[config.mk]
export PLATFORM = sky130hd
export DESIGN_NAME = montar_pin
export DESIGN_NICKNAME = d
export VERILOG_FILES = /design/src/rtl/montar_pin_pkg.sv /design/src/rtl/montar_pin_contador.sv /design/src/rtl/montar_pin.sv
export SDC_FILE = /design/constraint.sdc
export NUM_CORES = 1
export LEC_CHECK = 0
export CAP_MARGIN = 0
export CORE_MARGIN = 1
export CORE_UTILIZATION = 41
export CTS_CLUSTER_SIZE = 16
export DETAILED_ROUTE_END_ITERATION = 12
export GPL_TIMING_DRIVEN = 0
export SYNTH_ARGS = -nofsm -noshare
export SYNTH_HDL_FRONTEND = slang
export SYNTH_SLANG_ARGS = --single-unit
[constraint.sdc]
create_clock -name clk -period 2.25 [get_ports clk]
set_clock_uncertainty 0.2 [all_clocks]
set_input_delay 0.5625 -clock clk [delete_from_list [all_inputs] [get_ports clk]]
set_output_delay 0.5625 -clock clk [all_outputs]
set_load 0.02 [all_outputs]
[src/rtl/montar_pin_pkg.sv]
// Shared types and key constants for the keypad entry stage (montar_pin).
// pinPac_t is the packet handed to the PIN verifier.
package montar_pin_pkg;

    typedef struct packed {
        logic       status;
        logic [3:0] digit4;
        logic [3:0] digit3;
        logic [3:0] digit2;
        logic [3:0] digit1;
    } pinPac_t;

    localparam logic [3:0]  KEY_STAR    = 4'hA;
    localparam logic [3:0]  KEY_HASH    = 4'hB;
    localparam logic [3:0]  DIGIT_BLANK = 4'hF;
    localparam logic [15:0] BUF_BLANK   = {4{DIGIT_BLANK}};

    // New digit enters at digit1; the oldest digit4 falls off.
    function automatic logic [15:0] shift_in(input logic [15:0] buf_in, input logic [3:0] d);
        return {buf_in[11:0], d};
    endfunction

endpackage

[src/rtl/montar_pin_contador.sv]
// contador_timeout: down-counter reloaded by clr, decremented by en,
// expired once LIMIT-1 enabled cycles have elapsed since the last clear.
module contador_timeout #(
    parameter int unsigned LIMIT = 2
) (
    input  logic clk,
    input  logic rst_n,
    input  logic clr,
    input  logic en,
    output logic expired
);

    localparam int unsigned W    = (LIMIT > 1) ? $clog2(LIMIT) : 1;
    localparam logic [W-1:0] LOAD = W'(LIMIT - 1);

    logic [W-1:0] cnt_q, cnt_d;

    always_comb begin
        cnt_d = cnt_q;
        if (clr) begin
            cnt_d = LOAD;
        end else if (en && (cnt_q != '0)) begin
            cnt_d = cnt_q - W'(1);
        end
    end

    always_ff @(posedge clk or negedge rst_n) begin
        if (!rst_n) begin
            cnt_q <= LOAD;
        end else begin
            cnt_q <= cnt_d;
        end
    end

    assign expired = (cnt_q == '0);

endmodule

[src/rtl/montar_pin.sv]
// Keypad entry stage: collects 4 digits, handles '*'/'#', inactivity timeout,
// and issues a one-cycle submit pulse. Optional macro: MONTAR_PIN_BACKSPACE_EN.
module montar_pin
    import montar_pin_pkg::*;
#(
    parameter int unsigned TIMEOUT_CYCLES = 50_000_000,
    parameter int unsigned HOLD_CYCLES    = 8
) (
    input  logic        clk,
    input  logic        rst,
    input  logic        key_valid,
    input  logic [3:0]  key_code,
    input  logic        bloqueio,
    output pinPac_t     pin_out,
    output logic [2:0]  digit_count,
    output logic [15:0] disp_digits,
    output logic        entry_err,
    output logic        timeout_evt
);

    typedef enum logic [1:0] {VAZIO, COLETA, ENVIA, ESPERA_VERIF} state_t;

    state_t      state_q, state_d;
    logic [15:0] buf_q, buf_d;
    logic [15:0] pin_dig_q, pin_dig_d;
    logic [2:0]  cnt_q, cnt_d;
    logic        err_q, err_d;
    logic        tmo_q, tmo_d;
    logic        tmr_clr, tmr_exp, hold_exp;

    logic is_digit, is_star, is_hash;
    assign is_digit = key_valid && (key_code <= 4'h9);
    assign is_star  = key_valid && (key_code == KEY_STAR);
    assign is_hash  = key_valid && (key_code == KEY_HASH);

    contador_timeout #(.LIMIT(TIMEOUT_CYCLES)) u_timer (
        .clk(clk), .rst_n(rst), .clr(tmr_clr), .en(state_q == COLETA), .expired(tmr_exp)
    );

    contador_timeout #(.LIMIT(HOLD_CYCLES)) u_hold (
        .clk(clk), .rst_n(rst), .clr(state_q != ESPERA_VERIF),
        .en(state_q == ESPERA_VERIF), .expired(hold_exp)
    );

    always_comb begin
        state_d   = state_q;
        buf_d     = buf_q;
        pin_dig_d = pin_dig_q;
        cnt_d     = cnt_q;
        err_d     = 1'b0;
        tmo_d     = 1'b0;
        tmr_clr   = (state_q != COLETA);
        unique case (state_q)
            VAZIO: begin
                if (is_digit) begin
                    buf_d   = shift_in(buf_q, key_code);
                    cnt_d   = 3'd1;
                    state_d = COLETA;
                end
            end
            COLETA: begin
                // Any accepted key takes priority over a same-cycle timer expiry.
                if (is_digit) begin
                    buf_d   = shift_in(buf_q, key_code);
                    cnt_d   = (cnt_q == 3'd4) ? 3'd4 : cnt_q + 3'd1;
                    tmr_clr = 1'b1;
                end else if (is_star) begin
`ifdef MONTAR_PIN_BACKSPACE_EN
                    buf_d   = {DIGIT_BLANK, buf_q[15:4]};
                    cnt_d   = cnt_q - 3'd1;
                    tmr_clr = 1'b1;
                    if (cnt_q == 3'd1) state_d = VAZIO;
`else
                    buf_d   = BUF_BLANK;
                    cnt_d   = 3'd0;
                    state_d = VAZIO;
`endif
                end else if (is_hash) begin
                    if (cnt_q == 3'd4) begin
                        pin_dig_d = buf_q;
                        state_d   = ENVIA;
                    end else begin
                        err_d   = 1'b1;
                        buf_d   = BUF_BLANK;
                        cnt_d   = 3'd0;
                        state_d = VAZIO;
                    end
                end else if (tmr_exp) begin
                    tmo_d   = 1'b1;
                    buf_d   = BUF_BLANK;
                    cnt_d   = 3'd0;
                    state_d = VAZIO;
                end
            end
            ENVIA: state_d = ESPERA_VERIF;
            ESPERA_VERIF: begin
                if (hold_exp) begin
                    buf_d     = BUF_BLANK;
                    pin_dig_d = BUF_BLANK;
                    cnt_d     = 3'd0;
                    state_d   = VAZIO;
                end
            end
            default: state_d = VAZIO;
        endcase
        if (bloqueio) begin
            state_d   = VAZIO;
            buf_d     = BUF_BLANK;
            pin_dig_d = BUF_BLANK;
            cnt_d     = 3'd0;
            err_d     = 1'b0;
            tmo_d     = 1'b0;
        end
    end

    always_ff @(posedge clk or negedge rst) begin
        if (!rst) begin
            state_q   <= VAZIO;
            buf_q     <= BUF_BLANK;
            pin_dig_q <= BUF_BLANK;
            cnt_q     <= 3'd0;
            err_q     <= 1'b0;
            tmo_q     <= 1'b0;
        end else begin
            state_q   <= state_d;
            buf_q     <= buf_d;
            pin_dig_q <= pin_dig_d;
            cnt_q     <= cnt_d;
            err_q     <= err_d;
            tmo_q     <= tmo_d;
        end
    end

    always_comb begin
        pin_out.status = (state_q == ENVIA);
        {pin_out.digit4, pin_out.digit3, pin_out.digit2, pin_out.digit1} = pin_dig_q;
    end

    assign digit_count = cnt_q;
    assign disp_digits = buf_q;
    assign entry_err   = err_q;
    assign timeout_evt = tmo_q;

endmodule

**After elaboration in Yosys (flattened, before gate mapping)**

Cells that the tools add are included.

- Input port bits: 8
- Flip-flop bits (word level): 68

- Reductions and logical operators: 17
- $add $sub $neg: 3
- Magnitude comparators: 1
- Eq/ne operators: 17
- Multiplexer cells: 52

Operator list:

| kind | number |
|---|---|
| 16-bit two-way mux | 13 |
| 26-bit two-way mux | 2 |
| 16-bit case mux with 3 select lines | 1 |
| 3-bit two-way mux | 11 |
| 16-bit case mux with 2 select lines | 1 |
| 26-bit zero test | 1 |
| 26-bit nonzero test | 1 |
| 26-bit by 1-bit subtractor with 26-bit output (second input constant) | 1 |
| 3-bit != test (second input constant) | 6 |
| 2-bit two-way mux | 8 |
| 1-bit two-way mux | 14 |
| 6-bit != test (second input constant) | 2 |
| 3-bit case mux with 3 select lines | 1 |
| 4-bit equality test (second input constant) | 2 |
| 2-bit case mux with 4 select lines | 1 |
| 6-bit AND reduction | 1 |
| 3-bit nonzero test | 2 |
| 1-bit logical AND | 5 |
| 5-bit != test (second input constant) | 1 |
| 5-bit AND reduction | 1 |
| 2-bit equality test (second input constant) | 2 |
| 4-bit less-or-equal comparator (second input constant) | 1 |
| 4-bit AND reduction | 1 |
| 2-bit nonzero test | 2 |
| other kinds (9) | 9 |

**Logic depth before layout (Yosys ltp)**

Gate-level depths: netlist of the first run.

- Word-level depth: 7
- Gate-level depth with buffers: 9

**Hierarchy**

Synthesis of the first run repeated with hierarchy kept, for this count alone.

- Cells, all modules: 349
- Area total of the unflattened synthesis: 3732.3 um^2

By module, submodules not included:

| module | cells each | area an instance (um^2) | instances | seq. area each (um^2) |
|---|---|---|---|---|
| montar_pin | 184 | 2042.0 | 1 | 1016.0 |
| contador_timeout (u_timer) | 148 | 1502.7 | 1 | 673.1 |
| contador_timeout (u_hold) | 17 | 187.7 | 1 | 78.8 |

**Least setup slack after synthesis of the first run**

Ideal clock, no wire load.

- Kind: register to register
- Start point: reg u_hold.cnt_q[0]
- End point: reg cnt_q[0] (netlist: digit_count[0])
- Buffers on the path: 0
- Required time: 1.925 ns
- Data arrival time: 1.838 ns
- Path slack: 0.087 ns
- Cell stages (with the launch flop): 8
- Period minus slack after synthesis: 2.163 ns
- Path through: dfstp_2 -> inv_1 -> ha_1 -> nor2b_1 -> a31oi_1 -> o211ai_2 -> nand2_8 -> mux2_4

- Longest elaborated chain between the ends: 3

RTL lines:

| element | RTL line | source |
|---|---|---|
| start, declared | montar_pin_contador.sv:16 | `logic [W-1:0] cnt_q, cnt_d;` |
| start signal, assigned | montar_pin_contador.sv:31 | `cnt_q <= cnt_d;` |
| 3-bit zero test | montar_pin_contador.sv:35 | `assign expired = (cnt_q == '0);` |
| 3-bit != test (no line) | - |  |
| 5-bit AND reduction (no line) | - |  |
| end signal, assigned | montar_pin.sv:128 | `cnt_q <= cnt_d;` |
| end, declared | montar_pin.sv:26 | `logic [2:0] cnt_q, cnt_d;` |

No other way between the ends.
A chain may end at the register's enable or synchronous reset.

**Worst setup path in the final report of the first run**

- Start point: reg cnt_q[2] (netlist: digit_count[2])
- End point: out digit_count[2]

RTL lines:

| element | RTL line | source |
|---|---|---|
| end, declared | montar_pin.sv:15 | `output logic [2:0] digit_count,` |

No word-level cell between the ends.

==> flow_metrics.py, run 1 <==
metrics = {
    "cells_and_area": {
        "layout_commonest_cell": "dfstp_2",
        "final_cell_mix": "dfstp_2 (53), nor2_1 (34), dlygate4sd2_1 (34), buf_4 (23), nand2b_1 (21)",
        "fillCellCount": 716,
        "drive_above_1_share_pct": 33.6,
        "final_cells": 519,
        "finalNetCount": 422,
        "final_area_um2": 4560,
        "area_growth_pct": 30.9,
        "diodes": 0,
    },
    "die": {
        "core_um2": 8220,
        "ios": 46,
        "rows": 33,
        "fp.dieArea_um2": 8870,
        "die_h_um": 94.2,
        "die_w_um": 94.2,
        "initial_core_util_pct": 42.4,
    },
    "setup_path": {
        "crit_family": "buffers and inverters",
        "path_max_fanout": 6,
        "r2r-start": "u_hold.cnt_q[0]",
        "slowest_delay_ns": 0.66,
        "cp_cell_sequence": "clkdlybuf4s50_1",
        "critPathLaunch": "digit_count[2]",
        "worst-path-buf-inv": 1,
        "required_ns": 1.49,
        "cp_slowest_cell": "clkdlybuf4s50_1",
        "endpoint": "digit_count[2]",
        "path_class": "reg2out",
        "regToRegSetupSlack_ns": 0.09,
        "worstSetupEndpointType": "output pin",
        "r2r-end": "digit_count[0]",
        "r2r.worst_path.cells": 7,
        "arrival_ns": 1.44,
        "cp.depth": 1,
        "start_kind": "register",
    },
    "synth": {
        "synth-seq-cells": 68,
        "postSynthAreaPerCell_um2": 10.5,
        "synth_flop_cell": "dfstp_2",
        "async_reset_ff_share_pct": 100,
        "synth_area_um2": 3480,
        "syn-instance-count": 333,
        "synth_cell_types": 57,
        "synth_edf_count": 0,
        "synth_seq_area_share_pct": 50.8,
        "yosysWarnings": 0,
        "syn_nets": 346,
    },
    "cts": {
        "cts_buffers": 9,
        "clk_pin_slew_worst_paths_ns": 0.08,
        "clock_latency_ns": 0.35,
        "hold_buffers": 0,
        "cts_tree": "done",
        "clock-root-buffer": "clkbuf_8",
        "clock_path_buffers": 2,
        "clock-sinks": 68,
        "cts_max_level": 3,
    },
    "sta": {
        "tightest_slew_ns": 0.857,
        "fin_ws_ns": 0.0505,
        "slew_viol_final": 0,
        "fin_crit_ns": 2.20,
        "fin_hold_ws_ns": 0.124,
        "maxClockFrequency_mhz": 455,
        "period_share_pct": 97.8,
        "slew_headroom_pct": 42.8,
        "setup_viol": 0,
        "finalHoldViolCount": 0,
        "rsz0062_at_grt": "true",
    },
    "power": {
        "power_w": 0.00278,
        "vdd_drop_max_mv": 0.357,
        "power_density_nw_per_um2": 610,
        "leakagePower_nw": 1.72,
    },
    "grt": {
        "track_usage_pct": 21.0,
        "grt_pass1_wl_um": 14200,
        "first_global_vias": 2748,
        "grt.overflow.total": 0,
        "grt_max_degree": 69,
        "antenna_found_initial": 0,
    },
    "detailed_routing": {
        "wirelength_um": 8530,
        "wl_per_cell_um": 16.4,
        "first_pass_iters": 4,
        "post-route-drc-count": 0,
        "drt_iter0_markers": 118,
        "vias": 2749,
        "vias_per_cell": 5.30,
        "ant_nets": 0,
    },
    "placement": {
        "dp_hpwl_um": 5620,
        "placed_area_um2": 4060,
        "post-place-ws_ns": -0.800,
        "dpl.cell_count": 483,
        "port_buffers": 45,
        "place_congestion": 0.827,
    },
    "job": {
        "maxCapViolations": 0,
    },
    "hold_path": {
        "min_path_type": "in2async",
    },
    "outcome": {
        "status": "finished clean",
    },
}
-- report_power, final --
group / total (W) / internal [W] / switching [W]
logic: 0.000261 / 0.0000980 / 0.000163
registers: 0.00130 / 0.00127 / 0.0000297
clock network: 0.00122 / 0.000722 / 0.000502
total: 0.00278 / 0.00209 / 0.000694
-- cells in the mapped netlist (3+ instances only) --
cell | number | area (µm²)
dfrtp_1 | 15 | 375
nor3_1 | 7 | 35.0
o211ai_1 | 5 | 37.5
a31oi_1 | 14 | 87.6
dfstp_2 | 53 | 1390
or3_2 | 3 | 22.5
nor4_1 | 3 | 18.8
inv_1 | 15 | 56.3
mux2i_1 | 9 | 90.1
nor4_2 | 3 | 37.5
ha_1 | 5 | 62.6
nor2b_1 | 4 | 25.0
buf_4 | 3 | 22.5
o22ai_1 | 16 | 100
nor2_1 | 36 | 135
clkbuf_1 | 10 | 37.5
xnor2_1 | 10 | 87.6
nand4_1 | 5 | 31.3
nand3_1 | 6 | 30.0
a21oi_1 | 13 | 65.1
nand2b_1 | 21 | 131
xor2_1 | 8 | 70.1
o21ai_0 | 4 | 20.0
nand2_1 | 21 | 78.8
and3_1 | 3 | 18.8
-- cell families after synthesis --
| family | count (synthesis) | share of synthesized area (%) |
|---|---|---|
| buffers and inverters | 29 | 3.49 |
| muxes | 11 | 3.34 |
| adders and majority gates | 5 | 1.80 |
| xor gates and xnor gates | 18 | 4.53 |
| and+or+nand+nor | 132 | 22.8 |
| DFF | 68 | 50.8 |
| AOI/OAI and AO/OA | 70 | 13.3 |
-- how the worst min path moves through the flow --
stage | start | endpoint | cells past startpoint
floorplan | rst | digit_count[0] | 0
global placement | disp_digits[12] | disp_digits[12] | 2
detailed placement | disp_digits[12] | disp_digits[12] | 2
CTS | rst | u_timer.cnt_q[10] | 1
global route | rst | u_timer.cnt_q[10] | 1
finish | rst | u_timer.cnt_q[10] | 1
-- per-stage QoR --
stage / utilization [%] / setup TNS (ns)
after floorplan: - / 0
after global placement: 49.5 / -110.54
after detailed placement: 49.4 / -25.12
after CTS: 53.0 / 0
after global routing: 55.5 / -0.0268
final: 55.5 / 0
-- sequential cells by signal, summed over array words and instances (netlist names) --
register,count
u_timer.cnt_q,26
pin_dig_q,16
entry_err,1
u_hold.cnt_q,3
digit_count,3
state_q,2
disp_digits,16
timeout_evt,1
-- layer usage --
layer,up-vias,GRT usage [%],share of wire (%)
met5,-,0,0
met4,0,8.85,1.6
met2,47,30.8,45
met1,1347,30.6,50
met3,9,2.99,2.9
li1,1346,-,-
-- cell type report --
cell class	count	area, µm²	area share, %
buffer	14	82.6	1.81
clock buffer	11	163	3.57
clock inverter	5	81.3	1.78
inverter	15	56.3	1.23
multi-input combinational	236	1710	37.5
sequential	68	1770	38.9
tap	105	131	2.88
timing repair buffer	65	563	12.3
-- what timing repair did --
action,CTS,global route
setup buffers,3,16
cloned,0,1
resized for setup,55,21
pin swaps,2,9
endpoints found under the setup margin,85,47
No activity file was read; power rests on OpenSTA's default activity.
==> run 2: changes to the inputs <==
--- a/config.mk
+++ b/config.mk
@@ -6,7 +6,6 @@
 export NUM_CORES = 1
 export LEC_CHECK = 0
 export CAP_MARGIN = 0
-export CORE_MARGIN = 1
 export CORE_UTILIZATION = 41
 export CTS_CLUSTER_SIZE = 16
 export DETAILED_ROUTE_END_ITERATION = 12
==> results of run 2 <==
No change in the layout: final DEF, timing and power equal those of run 1.
